==> config.mk <==
export PLATFORM = sky130hd
export DESIGN_NAME = range_monitor_real
export DESIGN_NICKNAME = d
export VERILOG_FILES = /design/src/rtl/range_monitor_real.sv
export SDC_FILE = /design/constraint.sdc
export NUM_CORES = 1
export LEC_CHECK = 0
export ABC_AREA = 1
export BUFFER_PORTS_ARGS = -buffer_cell sky130_fd_sc_hd__buf_2
export CAP_MARGIN = 20
export CORE_MARGIN = 4
export CORE_UTILIZATION = 50
export DETAILED_ROUTE_END_ITERATION = 8
export GPL_TIMING_DRIVEN = 0
export PLACE_DENSITY = 0.72
export SLEW_MARGIN = 20
export SYNTH_ARGS = -nofsm -noshare
export SYNTH_HDL_FRONTEND = slang
export SYNTH_SLANG_ARGS = --single-unit
export TNS_END_PERCENT = 10
==> constraint.sdc <==
create_clock -name clk -period 2.1 [get_ports clk]
set_input_delay 0.42 -clock clk [delete_from_list [all_inputs] [get_ports clk]]
set_output_delay 0.42 -clock clk [all_outputs]
set_load 0.005 [all_outputs]
==> src/rtl/range_monitor_real.sv <==
`default_nettype none
// ============================================================================
//  Module      : range_monitor_real
//  Description : Windowed range monitor for a signed fixed-point stream.
//                Over a window of WINDOW accepted samples it tracks the signed
//                minimum and maximum, counts samples outside -LIMIT..+LIMIT,
//                and records the index of the first violating sample.
//  Ports       : clk            - clock, all state changes on rising edge
//                rst            - synchronous reset, active low
//                start          - opens a window (from IDLE or DONE)
//                clear          - returns to IDLE with results zeroed
//                in_valid / in  - sample qualifier and signed sample code
//                busy / done    - window running / window complete
//                min_out/max_out- signed extremes of accepted samples
//                viol_count     - saturating count of out-of-range samples
//                viol           - sticky out-of-range flag
//                first_viol_idx - window index of the first violation
//  Revision    : 1.0 - initial release
// ============================================================================
module range_monitor_real #(
    parameter int WIDTH    = 16,
    parameter int EXPONENT = -8,     // value = code * 2^EXPONENT, reporting only
    parameter int LIMIT    = 16384,
    parameter int WINDOW   = 1024,
    parameter int CNT_W    = 16
) (
    input  logic                    clk,
    input  logic                    rst,
    input  logic                    start,
    input  logic                    clear,
    input  logic                    in_valid,
    input  logic signed [WIDTH-1:0] in,
    output logic                    busy,
    output logic                    done,
    output logic signed [WIDTH-1:0] min_out,
    output logic signed [WIDTH-1:0] max_out,
    output logic [CNT_W-1:0]        viol_count,
    output logic                    viol,
    output logic [CNT_W-1:0]        first_viol_idx
);

    // ------------------------------------------------------------------------
    // Elaboration-time parameter sanity checks
    // ------------------------------------------------------------------------
    if ((LIMIT <= 0) || (LIMIT >= (2 ** (WIDTH - 1)))) begin : g_bad_limit
        $error("range_monitor_real: LIMIT out of range");
    end
    if ((WINDOW < 1) || ((2 ** CNT_W) <= WINDOW)) begin : g_bad_window
        $error("range_monitor_real: WINDOW must be >= 1 and < 2^CNT_W");
    end
    if ((EXPONENT < -1024) || (EXPONENT > 1024)) begin : g_bad_exponent
        $error("range_monitor_real: EXPONENT implausible");
    end

    // ------------------------------------------------------------------------
    // Constants
    // ------------------------------------------------------------------------
    localparam logic [1:0] c_idle = 2'd0;
    localparam logic [1:0] c_run  = 2'd1;
    localparam logic [1:0] c_done = 2'd2;

    localparam logic signed [WIDTH-1:0] c_pos_lim = WIDTH'(LIMIT);
    localparam logic signed [WIDTH-1:0] c_neg_lim = -c_pos_lim;
    // Extremes are seeded with the opposite rail so the first sample wins.
    localparam logic signed [WIDTH-1:0] c_most_pos = {1'b0, {(WIDTH-1){1'b1}}};
    localparam logic signed [WIDTH-1:0] c_most_neg = {1'b1, {(WIDTH-1){1'b0}}};
    localparam logic [CNT_W-1:0]        c_last_idx = CNT_W'(WINDOW - 1);

    // ------------------------------------------------------------------------
    // State
    // ------------------------------------------------------------------------
    logic [1:0]              r_state;
    logic [1:0]              w_state_nxt;
    logic [CNT_W-1:0]        r_sample_cnt;
    logic signed [WIDTH-1:0] r_min;
    logic signed [WIDTH-1:0] r_max;
    logic [CNT_W-1:0]        r_viol_cnt;
    logic                    r_viol;
    logic [CNT_W-1:0]        r_first_idx;

    logic w_accept;
    logic w_open;
    logic w_last;
    logic w_out_of_range;

    assign w_accept       = (r_state == c_run) && in_valid;
    // A start in RUN is ignored; from IDLE or DONE it opens a fresh window.
    assign w_open         = start && ((r_state == c_idle) || (r_state == c_done));
    assign w_last         = w_accept && (r_sample_cnt == c_last_idx);
    assign w_out_of_range = (in > c_pos_lim) || (in < c_neg_lim);

    // ------------------------------------------------------------------------
    // Next-state logic
    // ------------------------------------------------------------------------
    always_comb begin
        w_state_nxt = r_state;
        if (clear) begin
            w_state_nxt = c_idle;
        end else begin
            case (r_state)
                c_idle:  if (start)  w_state_nxt = c_run;
                c_run:   if (w_last) w_state_nxt = c_done;
                c_done:  if (start)  w_state_nxt = c_run;
                default: w_state_nxt = c_idle;
            endcase
        end
    end

    // ------------------------------------------------------------------------
    // State and result registers
    // ------------------------------------------------------------------------
    always_ff @(posedge clk) begin
        if (!rst) begin
            r_state      <= c_idle;
            r_sample_cnt <= '0;
            r_min        <= '0;
            r_max        <= '0;
            r_viol_cnt   <= '0;
            r_viol       <= 1'b0;
            r_first_idx  <= '0;
        end else begin
            r_state <= w_state_nxt;
            if (clear) begin
                r_sample_cnt <= '0;
                r_min        <= '0;
                r_max        <= '0;
                r_viol_cnt   <= '0;
                r_viol       <= 1'b0;
                r_first_idx  <= '0;
            end else if (w_open) begin
                // A sample presented with the opening start is not accepted.
                r_sample_cnt <= '0;
                r_min        <= c_most_pos;
                r_max        <= c_most_neg;
                r_viol_cnt   <= '0;
                r_viol       <= 1'b0;
                r_first_idx  <= '0;
            end else if (w_accept) begin
                r_sample_cnt <= r_sample_cnt + 1'b1;
                if (in < r_min) r_min <= in;
                if (in > r_max) r_max <= in;
                if (w_out_of_range) begin
                    r_viol <= 1'b1;
                    if (r_viol_cnt != {CNT_W{1'b1}}) r_viol_cnt <= r_viol_cnt + 1'b1;
                    if (!r_viol) r_first_idx <= r_sample_cnt;
                end
            end
        end
    end

    // ------------------------------------------------------------------------
    // Outputs (all sourced directly from registers)
    // ------------------------------------------------------------------------
    assign busy           = (r_state == c_run);
    assign done           = (r_state == c_done);
    assign min_out        = r_min;
    assign max_out        = r_max;
    assign viol_count     = r_viol_cnt;
    assign viol           = r_viol;
    assign first_viol_idx = r_first_idx;

endmodule
`default_nettype wire

==> impl_metrics.tcl <==
set metrics [dict create \
    timing.final.crit_period_ns 2.07 \
    die-area_sq_um 11200 \
    synth.yosys.warnings 0 \
    synthesis.nets 694 \
    grt_pass1_wl_um 20300 \
    cts.clk_slew.worst_paths_ns 0.09 \
    place_congestion 0.875 \
    vias_per_cell 5.20 \
    cts_buffers 9 \
    hold_class "in -> reg" \
    p_per_area_nw_per_um2 542 \
    timing.final.ws_setup_ns 0.0348 \
    layout.nets 800 \
    syn_avg_cell_area_sq_um 7.47 \
    rows 35 \
    area_growth_pct 20.8 \
    slew_viol_final 0 \
    synth_mux_area_share_pct 0 \
    clk_latency_ns 0.37 \
    crit_fanout 10 \
    htreeDepth 3 \
    path_class "reg -> reg" \
    rsz0062_at_grt "yes" \
    grt_max_degree 16 \
    post-route-period-util_pct 98.3 \
    cp.arrival_ns 2.31 \
    grt_pass1_vias 4291 \
    fin_area_sq_um 5780 \
    synth.yosys.seq_area_share_pct 34.7 \
    drt_wl_total_um 12500 \
    startpoint_type "flop" \
    portBuffers 87 \
    first_pass_iters 4 \
    ir_drop_uv 339 \
    preCtsSetupSlack_ns -0.248 \
    synthAdderAreaFrac_pct 8.63 \
    syn_area_sq_um 4780 \
    initial_core_util_pct 51.5 \
    boundaryPins 88 \
    vias 4575 \
    fmax_ghz 0.484 \
    grt_overflow 0 \
    cts_sinks 83 \
    finClkSkew_ns 0.0160 \
    synth_top_family_by_area "simple AND/OR/NAND/NOR gates" \
    die_y_um 106 \
    wire_per_inst_um 14.2 \
    drt_iter0_drc 204 \
    clockRootBuffer "clkbuf_8" \
    drc 0 \
    place_area_sq_um 5380 \
    ys_types 37 \
    clock_path_buffers 2 \
    hold_viol 0 \
    antenna_found_initial 0 \
    dpl.hpwl_um 9260 \
    syn_inst 640 \
    finalSetupTns_ns 0 \
    cp-end-kind "flop" \
    relSlewSlack_pct 63.6 \
    synth_top_area_cell "dfxtp_1" \
    synthXorXnorAreaFrac_pct 2.75 \
    fillers 868 \
    postRouteAntennaNets 0 \
    status "finished clean" \
    worst_pin_slew_ns 0.546 \
    required_ns 2.35 \
    leakagePower_nw 2.34 \
    grtUsageTotal_pct 21.9 \
    die_x_um 106 \
    drive_gt1_share_pct 28.6 \
    setup_violations 0 \
    cts_tree "yes" \
    cts_hold_buf 0 \
    cap_violations 0 \
    diodes 0 \
    synthTopCellsByArea "dfxtp_1, nand2_1, ha_1, a21oi_1, nand3_1" \
    yosysTopAreaCellShare_pct 34.7 \
    total_power_w 0.00313 \
    synth_compound_area_share_pct 12.6 \
    ys_ff_latch 83 \
    core_sq_um 9280 \
    synthSimpleGateAreaFrac_pct 33.0 \
]
-- metal layers --
layer / part of all wire, % / vias up / routed length (um) / GRT usage (%)
met1: 45 / 2117 / 5640 / 28.8
met3: 5.8 / 20 / 726 / 5.14
met5: 0 / - / 0 / 0
li1: - / 2341 / - / -
met2: 47 / 97 / 5930 / 35.2
met4: 1.7 / 0 / 216 / 7.96
-- path summary, 6_finish.rpt --
path / from / endpoint / slack (ns) / cells after the start
worst max-delay path: max_out[11] / max_out[13] / 0.03 / 14
worst min-delay path: in[7] / max_out[7] / 0.35 / 3
worst min register to register: first_viol_idx[14] / first_viol_idx[14] / 0.46 / 2
worst max register to register: max_out[11] / max_out[13] / 0.03 / 14
-- registers in the layout (all words and copies together), names as in the netlist --
register,flops
max_out,16
viol_count,16
viol,1
r_sample_cnt,16
r_state,2
min_out,16
first_viol_idx,16
-- synthesized netlist by cell type, drive strengths merged --
| cell type | number |
|---|---|
| nand3 | 92 |
| nand2 | 131 |
| buf | 10 |
| a21oi | 94 |
| nor4 | 2 |
| xor2 | 8 |
| dfxtp | 83 |
| ha | 33 |
| or2 | 9 |
| o21ai | 13 |
| nand4 | 12 |
| inv | 74 |
| nor2 | 41 |
| a31oi | 1 |
| clkinv | 2 |
| clkbuf | 11 |
| o21a | 2 |
| xnor2 | 7 |
| nand3b | 2 |
| nor3 | 13 |
-- metrics by stage --
step / cells / util [%] / hold WS, ns
after floorplan: 640 / - / 0.455
after global placement: 856 / 57.9 / 0.448
after CTS: 872 / 60.0 / 0.350
after global routing: 880 / 62.2 / 0.347
final: 880 / 62.2 / 0.352
after detailed placement: 856 / 57.9 / 0.453
-- cells by family (layout without fill, tap and decap cells) --
logic type                 Yosys count  in the layout
AOI/OAI and AO/OA                  110            110
xor gates and xnor gates            15             15
adders and majority gates           33             33
buffers and inverters               97            208
DFF                                 83             83
and+or+nand+nor                    302            302
-- power breakdown --
group | switching (W) | internal, W | total [W] | leakage [nW]
sequential | 0.0000142 | 0.00159 | 0.00160 | 0.674
clock | 0.000638 | 0.000440 | 0.00108 | 0.0795
combinational | 0.000280 | 0.000168 | 0.000448 | 1.59
total | 0.000932 | 0.00220 | 0.00313 | 2.34
-- what timing repair did --
action                                  4_1_cts  5_1_grt
setup buffers                                 0        8
gates resized for setup                       5       36
pin swaps                                     1        4
endpoints found under the setup margin       10       35
-- cells in the final DEF (no fill, tap or decap), drive strengths merged, types with 7 or more instances in the layout --
master	count
o21ai	13
buf	105
ha	33
dfxtp	83
or2	9
nand2	131
a21oi	94
xor2	8
clkbuf	21
nand4	12
nor3	13
nand3	92
xnor2	7
inv	76
nor2	41
-- worst max-delay path, stage by stage, from the launching register on --
cell and delay [ns]:
dfxtp_2 0.34, inv_1 0.07, ha_4 0.28, nand2_2 0.07, nor2_4 0.13, nand2_2 0.08
nor3_4 0.20, nand2_2 0.11, nand3_2 0.09, nand2_2 0.07, nand2_4 0.13, nand2_4 0.09
buf_12 0.17, nand2_2 0.07, a21oi_2 0.05
-- area by class of cell --
| type | count | area, sq um | share of cell area (%) |
|---|---|---|---|
| Multi-Input combinational cell | 460 | 2850 | 49.4 |
| Sequential cell | 83 | 1670 | 29.0 |
| Timing Repair Buffer | 95 | 495 | 8.58 |
| Inverter | 76 | 285 | 4.94 |
| Tap cell | 129 | 161 | 2.79 |
| Buffer | 21 | 134 | 2.32 |
| Clock buffer | 10 | 128 | 2.21 |
| Clock inverter | 6 | 48.8 | 0.845 |
(Power assumes the default switching activity.)
